**src/rtl/prio_code_decoder_pkg.sv**
```systemverilog
// Shared types, widths and the code-to-line helper for the priority-code decoder.
package prio_code_pkg;

  localparam int CODE_W = 3;
  localparam int LINE_W = 8;

  typedef enum logic [1:0] {
    IDLE  = 2'd0,
    DRIVE = 2'd1,
    GAP   = 2'd2
  } pcd_state_t;

  // Encoder codes are active-low, so the line index is the inverted code.
  function automatic logic [LINE_W-1:0] code2line_n(input logic [CODE_W-1:0] y_n);
    logic [CODE_W-1:0] idx;
    idx = ~y_n;
    return ~(8'b0000_0001 << idx);
  endfunction

endpackage

```
**src/rtl/prio_code_decoder_if.sv**
```systemverilog
// Request/response bundle between the priority encoder side and the decoder.
interface prio_code_decoder_if;
  import prio_code_pkg::*;

  logic              en_in_n;
  logic [CODE_W-1:0] y_n;
  logic              gs_n;
  logic              ready;
  logic [LINE_W-1:0] d_n;
  logic              busy;
  logic              done;
  logic [7:0]        count;

  modport master (
    output en_in_n, y_n, gs_n,
    input  ready, d_n, busy, done, count
  );

  modport slave (
    input  en_in_n, y_n, gs_n,
    output ready, d_n, busy, done, count
  );
endinterface

```
**src/rtl/prio_code_decoder_timer.sv**
```systemverilog
// Loadable 8-bit down-counter shared by the hold and gap phases.
module pcd_timer (
  input  logic       clk,
  input  logic       rst_n,
  input  logic       clr,
  input  logic       load,
  input  logic [7:0] value,
  output logic       expired
);

  logic [7:0] cnt_r;

  // Load has priority over counting; the count parks at zero.
  always_ff @(posedge clk or negedge rst_n) begin
    if (!rst_n) begin
      cnt_r <= 8'd0;
    end else if (clr) begin
      cnt_r <= 8'd0;
    end else if (load) begin
      cnt_r <= value;
    end else if (cnt_r != 8'd0) begin
      cnt_r <= cnt_r - 8'd1;
    end else begin
      cnt_r <= cnt_r;
    end
  end

  // A phase loaded with N ends on the Nth edge after the load edge.
  assign expired = (cnt_r <= 8'd1);

endmodule

```
**src/rtl/prio_code_decoder.sv**
```systemverilog
// Sequential 3-to-8 decoder with programmable hold/gap and a one-entry pending slot.
module prio_code_decoder
  import prio_code_pkg::*;
#(
  parameter int HOLD_CYCLES = 4,
  parameter int GAP_CYCLES  = 1
) (
  input  logic                clk,
  input  logic                rst_n,
  prio_code_decoder_if.slave  bus
);

  localparam logic       HAS_GAP  = (GAP_CYCLES > 0);
  localparam logic [7:0] HOLD_VAL = 8'(HOLD_CYCLES);
  localparam logic [7:0] GAP_VAL  = 8'(GAP_CYCLES);

  pcd_state_t        state_r, nxt_state_s;
  logic [LINE_W-1:0] d_n_r, nxt_d_n_s;
  logic              done_r, nxt_done_s;
  logic [7:0]        count_r;
  logic              pend_valid_r, nxt_pend_valid_s;
  logic [CODE_W-1:0] pend_code_r, nxt_pend_code_s;
  logic              ready_s, acc_s;
  logic              tmr_clr_s, tmr_load_s, tmr_expired_s;
  logic [7:0]        tmr_val_s;

  assign ready_s = rst_n & ~bus.en_in_n & ~pend_valid_r;
  assign acc_s   = ~bus.gs_n & ~bus.en_in_n & ready_s;

  pcd_timer u_timer (
    .clk     (clk),
    .rst_n   (rst_n),
    .clr     (tmr_clr_s),
    .load    (tmr_load_s),
    .value   (tmr_val_s),
    .expired (tmr_expired_s)
  );

  // Next-state, next-output and timer control.
  always_comb begin
    nxt_state_s      = state_r;
    nxt_d_n_s        = d_n_r;
    nxt_done_s       = 1'b0;
    nxt_pend_valid_s = pend_valid_r;
    nxt_pend_code_s  = pend_code_r;
    tmr_clr_s        = 1'b0;
    tmr_load_s       = 1'b0;
    tmr_val_s        = HOLD_VAL;
    if (bus.en_in_n) begin
      nxt_state_s      = IDLE;
      nxt_d_n_s        = 8'hFF;
      nxt_pend_valid_s = 1'b0;
      tmr_clr_s        = 1'b1;
    end else begin
      case (state_r)
        IDLE: begin
          if (acc_s) begin
            nxt_state_s = DRIVE;
            nxt_d_n_s   = code2line_n(bus.y_n);
            tmr_load_s  = 1'b1;
          end else begin
            nxt_d_n_s = 8'hFF;
          end
        end
        DRIVE, GAP: begin
          if (acc_s) begin
            nxt_pend_valid_s = 1'b1;
            nxt_pend_code_s  = bus.y_n;
          end else begin
            nxt_pend_valid_s = pend_valid_r;
          end
          if (tmr_expired_s) begin
            nxt_done_s = (state_r == DRIVE);
            if ((state_r == DRIVE) && HAS_GAP) begin
              nxt_state_s = GAP;
              nxt_d_n_s   = 8'hFF;
              tmr_load_s  = 1'b1;
              tmr_val_s   = GAP_VAL;
            end else if (pend_valid_r) begin
              nxt_state_s      = DRIVE;
              nxt_d_n_s        = code2line_n(pend_code_r);
              nxt_pend_valid_s = 1'b0;
              tmr_load_s       = 1'b1;
            end else if (acc_s) begin
              // A code arriving on the very edge the phase ends goes straight to DRIVE.
              nxt_state_s      = DRIVE;
              nxt_d_n_s        = code2line_n(bus.y_n);
              nxt_pend_valid_s = 1'b0;
              tmr_load_s       = 1'b1;
            end else begin
              nxt_state_s = IDLE;
              nxt_d_n_s   = 8'hFF;
            end
          end else begin
            nxt_state_s = state_r;
          end
        end
        default: begin
          nxt_state_s      = IDLE;
          nxt_d_n_s        = 8'hFF;
          nxt_pend_valid_s = 1'b0;
          tmr_clr_s        = 1'b1;
        end
      endcase
    end
  end

  // State and registered outputs.
  always_ff @(posedge clk or negedge rst_n) begin
    if (!rst_n) begin
      state_r      <= IDLE;
      d_n_r        <= 8'hFF;
      done_r       <= 1'b0;
      pend_valid_r <= 1'b0;
      pend_code_r  <= 3'd0;
    end else begin
      state_r      <= nxt_state_s;
      d_n_r        <= nxt_d_n_s;
      done_r       <= nxt_done_s;
      pend_valid_r <= nxt_pend_valid_s;
      pend_code_r  <= nxt_pend_code_s;
    end
  end

  // Accepted-code counter; survives aborts and wraps naturally.
  always_ff @(posedge clk or negedge rst_n) begin
    if (!rst_n) begin
      count_r <= 8'd0;
    end else if (acc_s) begin
      count_r <= count_r + 8'd1;
    end else begin
      count_r <= count_r;
    end
  end

  assign bus.ready = ready_s;
  assign bus.d_n   = d_n_r;
  assign bus.done  = done_r;
  assign bus.count = count_r;
  assign bus.busy  = (state_r != IDLE) | pend_valid_r;

endmodule
```
**src/flat_wrapper.sv**
```systemverilog
// flat-port wrapper written by rule: the top's interface ports become plain ports
module prio_code_decoder_flat import prio_code_pkg::*;
#(
  parameter int HOLD_CYCLES = 4,
  parameter int GAP_CYCLES  = 1
)
  (clk, rst_n, bus_en_in_n, bus_y_n, bus_gs_n, bus_ready, bus_d_n, bus_busy, bus_done, bus_count);
  prio_code_decoder_if bus_i ();
  input  logic clk;
  input  logic rst_n;
  input wire logic [$bits(bus_i.en_in_n)-1:0] bus_en_in_n;
  input wire logic [$bits(bus_i.y_n)-1:0] bus_y_n;
  input wire logic [$bits(bus_i.gs_n)-1:0] bus_gs_n;
  output wire logic [$bits(bus_i.ready)-1:0] bus_ready;
  output wire logic [$bits(bus_i.d_n)-1:0] bus_d_n;
  output wire logic [$bits(bus_i.busy)-1:0] bus_busy;
  output wire logic [$bits(bus_i.done)-1:0] bus_done;
  output wire logic [$bits(bus_i.count)-1:0] bus_count;
  assign bus_i.en_in_n = bus_en_in_n;
  assign bus_i.y_n = bus_y_n;
  assign bus_i.gs_n = bus_gs_n;
  assign bus_ready = bus_i.ready;
  assign bus_d_n = bus_i.d_n;
  assign bus_busy = bus_i.busy;
  assign bus_done = bus_i.done;
  assign bus_count = bus_i.count;
  prio_code_decoder #(.HOLD_CYCLES(HOLD_CYCLES), .GAP_CYCLES(GAP_CYCLES)) u_core (.clk(clk), .rst_n(rst_n), .bus(bus_i));
endmodule
```
**config.mk**
```make
export PLATFORM = sky130hd
export DESIGN_NAME = prio_code_decoder_flat
export DESIGN_NICKNAME = d
export VERILOG_FILES = /design/src/rtl/prio_code_decoder_pkg.sv /design/src/rtl/prio_code_decoder_if.sv /design/src/rtl/prio_code_decoder_timer.sv /design/src/rtl/prio_code_decoder.sv /design/src/flat_wrapper.sv
export SDC_FILE = /design/constraint.sdc
export NUM_CORES = 1
export LEC_CHECK = 0
export BUFFER_PORTS_ARGS = -buffer_cell sky130_fd_sc_hd__buf_2
export CELL_PAD_IN_SITES_DETAIL_PLACEMENT = 0
export CELL_PAD_IN_SITES_GLOBAL_PLACEMENT = 2
export CORE_AREA = 10 10 120 68
export CTS_CLUSTER_DIAMETER = 120
export DETAILED_ROUTE_END_ITERATION = 16
export DIE_AREA = 0 0 130 78
export PLACE_DENSITY_LB_ADDON = 0.1
export SYNTH_ARGS = -nofsm -noshare
export SYNTH_HDL_FRONTEND = slang
export SYNTH_SLANG_ARGS = --single-unit
```
**constraint.sdc**
```tcl
create_clock -name clk -period 3.94 [get_ports clk]
set_input_delay 0.394 -clock clk [delete_from_list [all_inputs] [get_ports clk]]
set_output_delay 0.394 -clock clk [all_outputs]
set_load 0.005 [all_outputs]
```
# == After elaboration in Yosys (flattened, before gate mapping) ==
# Cells that the tools add are included.
# word_totals
register_bits,31
inputBits,7
output_inout_bits,19
word_cells,75
# op_classes
add_sub_neg,2
order_cmp,1
eq_ne,5
shifts,2
n_mux,38
bitwise_logic,12
reduce_logical,8
# ops
op,count
8-bit 2-to-1 mux,11
1-bit 2-to-1 mux,17
8-bit inverter,2
8-bit one-hot mux with 2 select lines,1
"1-bit by 3-bit left shift with 8-bit output, first input constant",2
2-bit 2-to-1 mux,5
"8-bit by 1-bit adder with 8-bit output, second input constant",1
"8-bit by 1-bit less-or-equal comparator with 1-bit output, second input constant",1
8-bit nonzero test,1
"8-bit by 1-bit subtractor with 8-bit output, second input constant",1
"3-bit by 2-bit inequality test with 1-bit output, second input constant",2
3-bit inverter,2
1-bit AND,4
1-bit one-hot mux with 2 select lines,2
2-bit one-hot mux with 2 select lines,1
3-bit 2-to-1 mux,1
1-bit inverter,3
3-bit AND reduction,1
3-bit nonzero test,1
3-bit OR reduction,1
"2-bit by 1-bit == test with 1-bit output, second input constant",1
"2-bit == test, second input constant",1
2-bit zero test,1
"2-bit inequality test, second input constant",1
4 further kinds,4

# == Logic depth before layout (Yosys ltp) ==
# logic_depth
ltp_word,12
mapped_depth,8
ltp_nobuf,7

# == Cells and area by module ==
# From an unflattened synthesis, not the netlist that was laid out.
# unflattened
cells_unflattened,180
hier_area_um2,1779.2
# modules_own_cells
mod,n_inst,cells_per_inst,area_each_um2,seq_area_each_um2
prio_code_decoder,1,122,1256.2,585.6
pcd_timer,1,58,523.0,200.2

# == Worst setup path before layout ==
# No wires, ideal clock.
# synth_path
kind,reg2reg
start,reg u_core.u_timer.cnt_r[0]
end,reg u_core.u_timer.cnt_r[3]
setup_ns,0.078
t_arrival_ns,1.814
required_ns,3.862
path_slack_ns,2.048
stages_incl_launch_ff,8
path_buffers,0
synth_period_minus_slack_ns,1.892
path_cell_list,dfrtp_1 > inv_1 > ha_1 > nor2_1 > nor4_4 > a32o_1 > or3_2 > a21oi_1
# synth_via
elab_chain_len,6
word_cells_on_any_way,10
classes_between,add/sub: 1; order compare: 1; mux: 6; reduce/logical: 2
# synth_rtl
element,line_no,rtl
"start, declared",prio_code_decoder_timer.sv:11,logic [7:0] cnt_r;
"start signal, assigned",prio_code_decoder_timer.sv:20,cnt_r <= value;
"start signal, assigned",prio_code_decoder_timer.sv:22,cnt_r <= cnt_r - 8'd1;
"start signal, assigned",prio_code_decoder_timer.sv:24,cnt_r <= cnt_r;
8-bit by 1-bit less-or-equal comparator with 1-bit output,prio_code_decoder_timer.sv:29,assign expired = (cnt_r <= 8'd1);
1-bit 2-to-1 mux,prio_code_decoder.sv:72,if (tmr_expired_s) begin
1-bit one-hot mux with 2 select lines,prio_code_decoder.sv:55,case (state_r)
1-bit 2-to-1 mux,prio_code_decoder.sv:49,if (bus.en_in_n) begin
8-bit 2-to-1 mux,prio_code_decoder_timer.sv:19,end else if (load) begin
8-bit 2-to-1 mux,prio_code_decoder_timer.sv:17,end else if (clr) begin
# Several ways; a longest one is shown, not always the timed one. The select of a mux whose other input is x is not followed.
# A chain may end at the register's enable or synchronous reset.

# == Worst setup path after layout ==
# layout_path
start,reg u_core.u_timer.cnt_r[5]
end,reg u_core.state_r[0]
# layout_via
elab_chain_len,3
# layout_rtl
element,line_no,rtl
8-bit by 1-bit less-or-equal comparator with 1-bit output,prio_code_decoder_timer.sv:29,
3-bit by 2-bit inequality test with 1-bit output (no line),n/a,
2-bit AND reduction (no line),n/a,
"end signal, assigned",prio_code_decoder.sv:117,state_r <= nxt_state_s;
"end, declared",prio_code_decoder.sv:17,"pcd_state_t state_r, nxt_state_s;"
# Every way passes these cells.

==> flow_summary.ini <==
[run]
cap_violations = 0

[sta]
fin_worst_skew_ns = 0.004113
layout_worst_path_cycle_share_pct = 56.12
slew_viol_final = 0
finalSetupViolCount = 0
finalCriticalPeriod_ns = 2.211
slew_headroom_pct = 50.71
rsz0062_at_grt = no
setup_tns_ns = 0
timing.fmax_mhz = 452.2
worst_pin_slew_ns = 0.7394
whs_ns = 0.1864
hold_viol_final = 0

[die]
fp-row-count = 21
die_y_um = 78
ios = 26
initial_core_util_pct = 28.19
die_area_mm2 = 0.01014
core_area_mm2 = 0.006254
die_x_um = 130

[yosys]
synthesis.area_mm2 = 0.001763
synth_seq_area_share_pct = 44.57
synth_warnings = 0
synth_top_area_share_pct = 32.65
yosysTopAreaCell = dfrtp_1
synth_most_common_cell = nor2_1
synth_area_leaders = dfrtp_1 (33%), dfstp_2 (12%), nor2_1 (5.1%)
synthCells = 183
ys.flop_type = dfrtp_1
synthArstFlopShare_pct = 100.0
synthTopCellsByCount = nor2_1 (24), dfrtp_1 (23), o21ai_0 (13)
synth-edff-count = 0
ys_types = 40
syn_avg_cell_area_um2 = 9.634
synth_seq_cells = 31
syn_nets = 197

[clock_tree]
post_cts_resized = 0
post-cts-setup-buffers = 0
cts_tree = done
cts_root_buf = clkbuf_16
hold_buffers = 0
worstSkewPairLatency_ns = 0.27
cts_buffer_depth = 2
cts_made_buffers = 5
cts.sinks = 31
clk_pin_slew_worst_paths_ns = 0.05
h-tree-depth = 2

[place]
post-dp-hpwl_um = 3548
dpl.cell_count = 282
place_congestion = 0.8094
portBuffers = 25
post_dp_cell_area_mm2 = 0.001963

[min_path]
holdCritPathClass = in2async

[worst_setup_path]
regToRegSetupSlack_ns = 1.73
worst-setup-path-type = reg2reg
r2r-end = u_core.state_r[0]
crit_required_ns = 4.09
r2r-start = u_core.u_timer.cnt_r[5]
start_kind = flip-flop
cp-end-kind = flip-flop
crit_fanout = 12
crit_path_max_incr_delay_ns = 0.59
rr_worst_depth = 5
crit_chain = or4_4 > nor4_4 > nand2b_1 > o21ai_0 > mux2i_1
crit_arrival_ns = 2.36
cpMaxStageDelayCell = or4_4

[cells_and_area]
utilization_pct = 34.41
fin_area_mm2 = 0.002152
ff_latch_area_um2 = 785.8
fin_cells = 290
nFillCells = 640
drive_gt1_share_pct = 24.29
syn2layout_area_growth_pct = 22.07
multi_input_area_um2 = 914.6
nets = 223
antenna_cells = 0

[route]
drt-pass1-iter-count = 5
drt-vias-per-instance = 4.893
drc = 0
wl_um = 4717
wl_per_cell_um = 16.27
drt-initial-drc-count = 158
num_vias = 1419
final_antenna_net_count = 0

[global_route]
grt_use_total_pct = 9.608
grt_overflow = 0
antenna_found_initial = 0
grt_pass1_wl_um = 7872
grt_pass1_vias = 1460
grt_max_degree = 34

[pwr]
peakVddDrop_uv = 238.3
power_density_mw_per_mm2 = 888.3
leakage_nw = 0.9260

[run_status]
status = finished, final reports clean
[logic make-up after synthesis]
group           synth area share (%)
compound gates                 16.61
mux                            3.690
simple gates                   20.65
buf+inv                        3.549
fa+ha+maj                      4.968
flops                          44.57
xor+xnor                       5.962
[power breakdown]
group          leakage [nW]  internal (mW)  switching (mW)
Combinational         0.449          0.334           0.465
Clock                0.0911          0.362           0.135
Sequential            0.386          0.475           0.141
[flip-flops by register name, indices dropped and copies added, names as in the netlist]
signal	count
u_core.u_timer.cnt_r	8
u_core.pend_valid_r	1
u_core.bus.done	1
u_core.state_r	2
u_core.pend_code_r	3
u_core.bus.count	8
u_core.bus.d_n	8
[critical path: cells and delay by family (launching register included)]
family             cells  cell delay [ns]
AOI/OAI and AO/OA      1             0.21
muxes                  1             0.16
DFF                    1             0.39
and+or+nand+nor        3             1.32
[cell usage in the layout, fill, tap and decap left out, drive strengths merged, types with 7 or more instances in the layout]
master and n:
dfrtp 23, nor2 24, a21oi 8, nand2 10, dfstp 8, xnor2 9
buf 26, a31oi 12, o21ai 13, inv 8, ha 7
[stage by stage]
step	power, mW	setup WS (ns)
final	1.912	1.729
after global routing	2.061	1.546
after CTS	1.927	1.705
after detailed placement	1.419	1.603
after global placement	1.421	1.712
after floorplan	1.159	2.048
[worst max path at each step]
stage	startpoint	endpoint	slack (ns)	cells past startpoint
floorplan	u_core.u_timer.cnt_r[0]	u_core.u_timer.cnt_r[3]	2.05	7
CTS	u_core.u_timer.cnt_r[0]	u_core.state_r[0]	1.71	7
global placement	rst_n	u_core.bus.d_n[6]	1.71	7
detailed placement	rst_n	u_core.bus.d_n[6]	1.60	7
global route	u_core.state_r[1]	u_core.state_r[1]	1.55	6
finish	u_core.u_timer.cnt_r[5]	u_core.state_r[0]	1.73	5
[metal layers]
metal / track usage [%] / up-vias / part of all wire [%]
li1: - / 706 / -
met1: 15.07 / 666 / 56
met2: 11.92 / 45 / 37
met3: 3.121 / 2 / 6.2
met4: 2.009 / 0 / 0.61
met5: 0 / - / 0
[layout make-up]
class | instances | area share (%)
clock buffer | 6 | 5.988
clock inverter | 2 | 2.791
inverter | 8 | 1.395
multi-input combinational | 137 | 42.50
sequential | 31 | 36.51
tap | 80 | 4.651
timing repair buffer | 26 | 6.163
No activity file was read; power rests on OpenSTA's default activity.
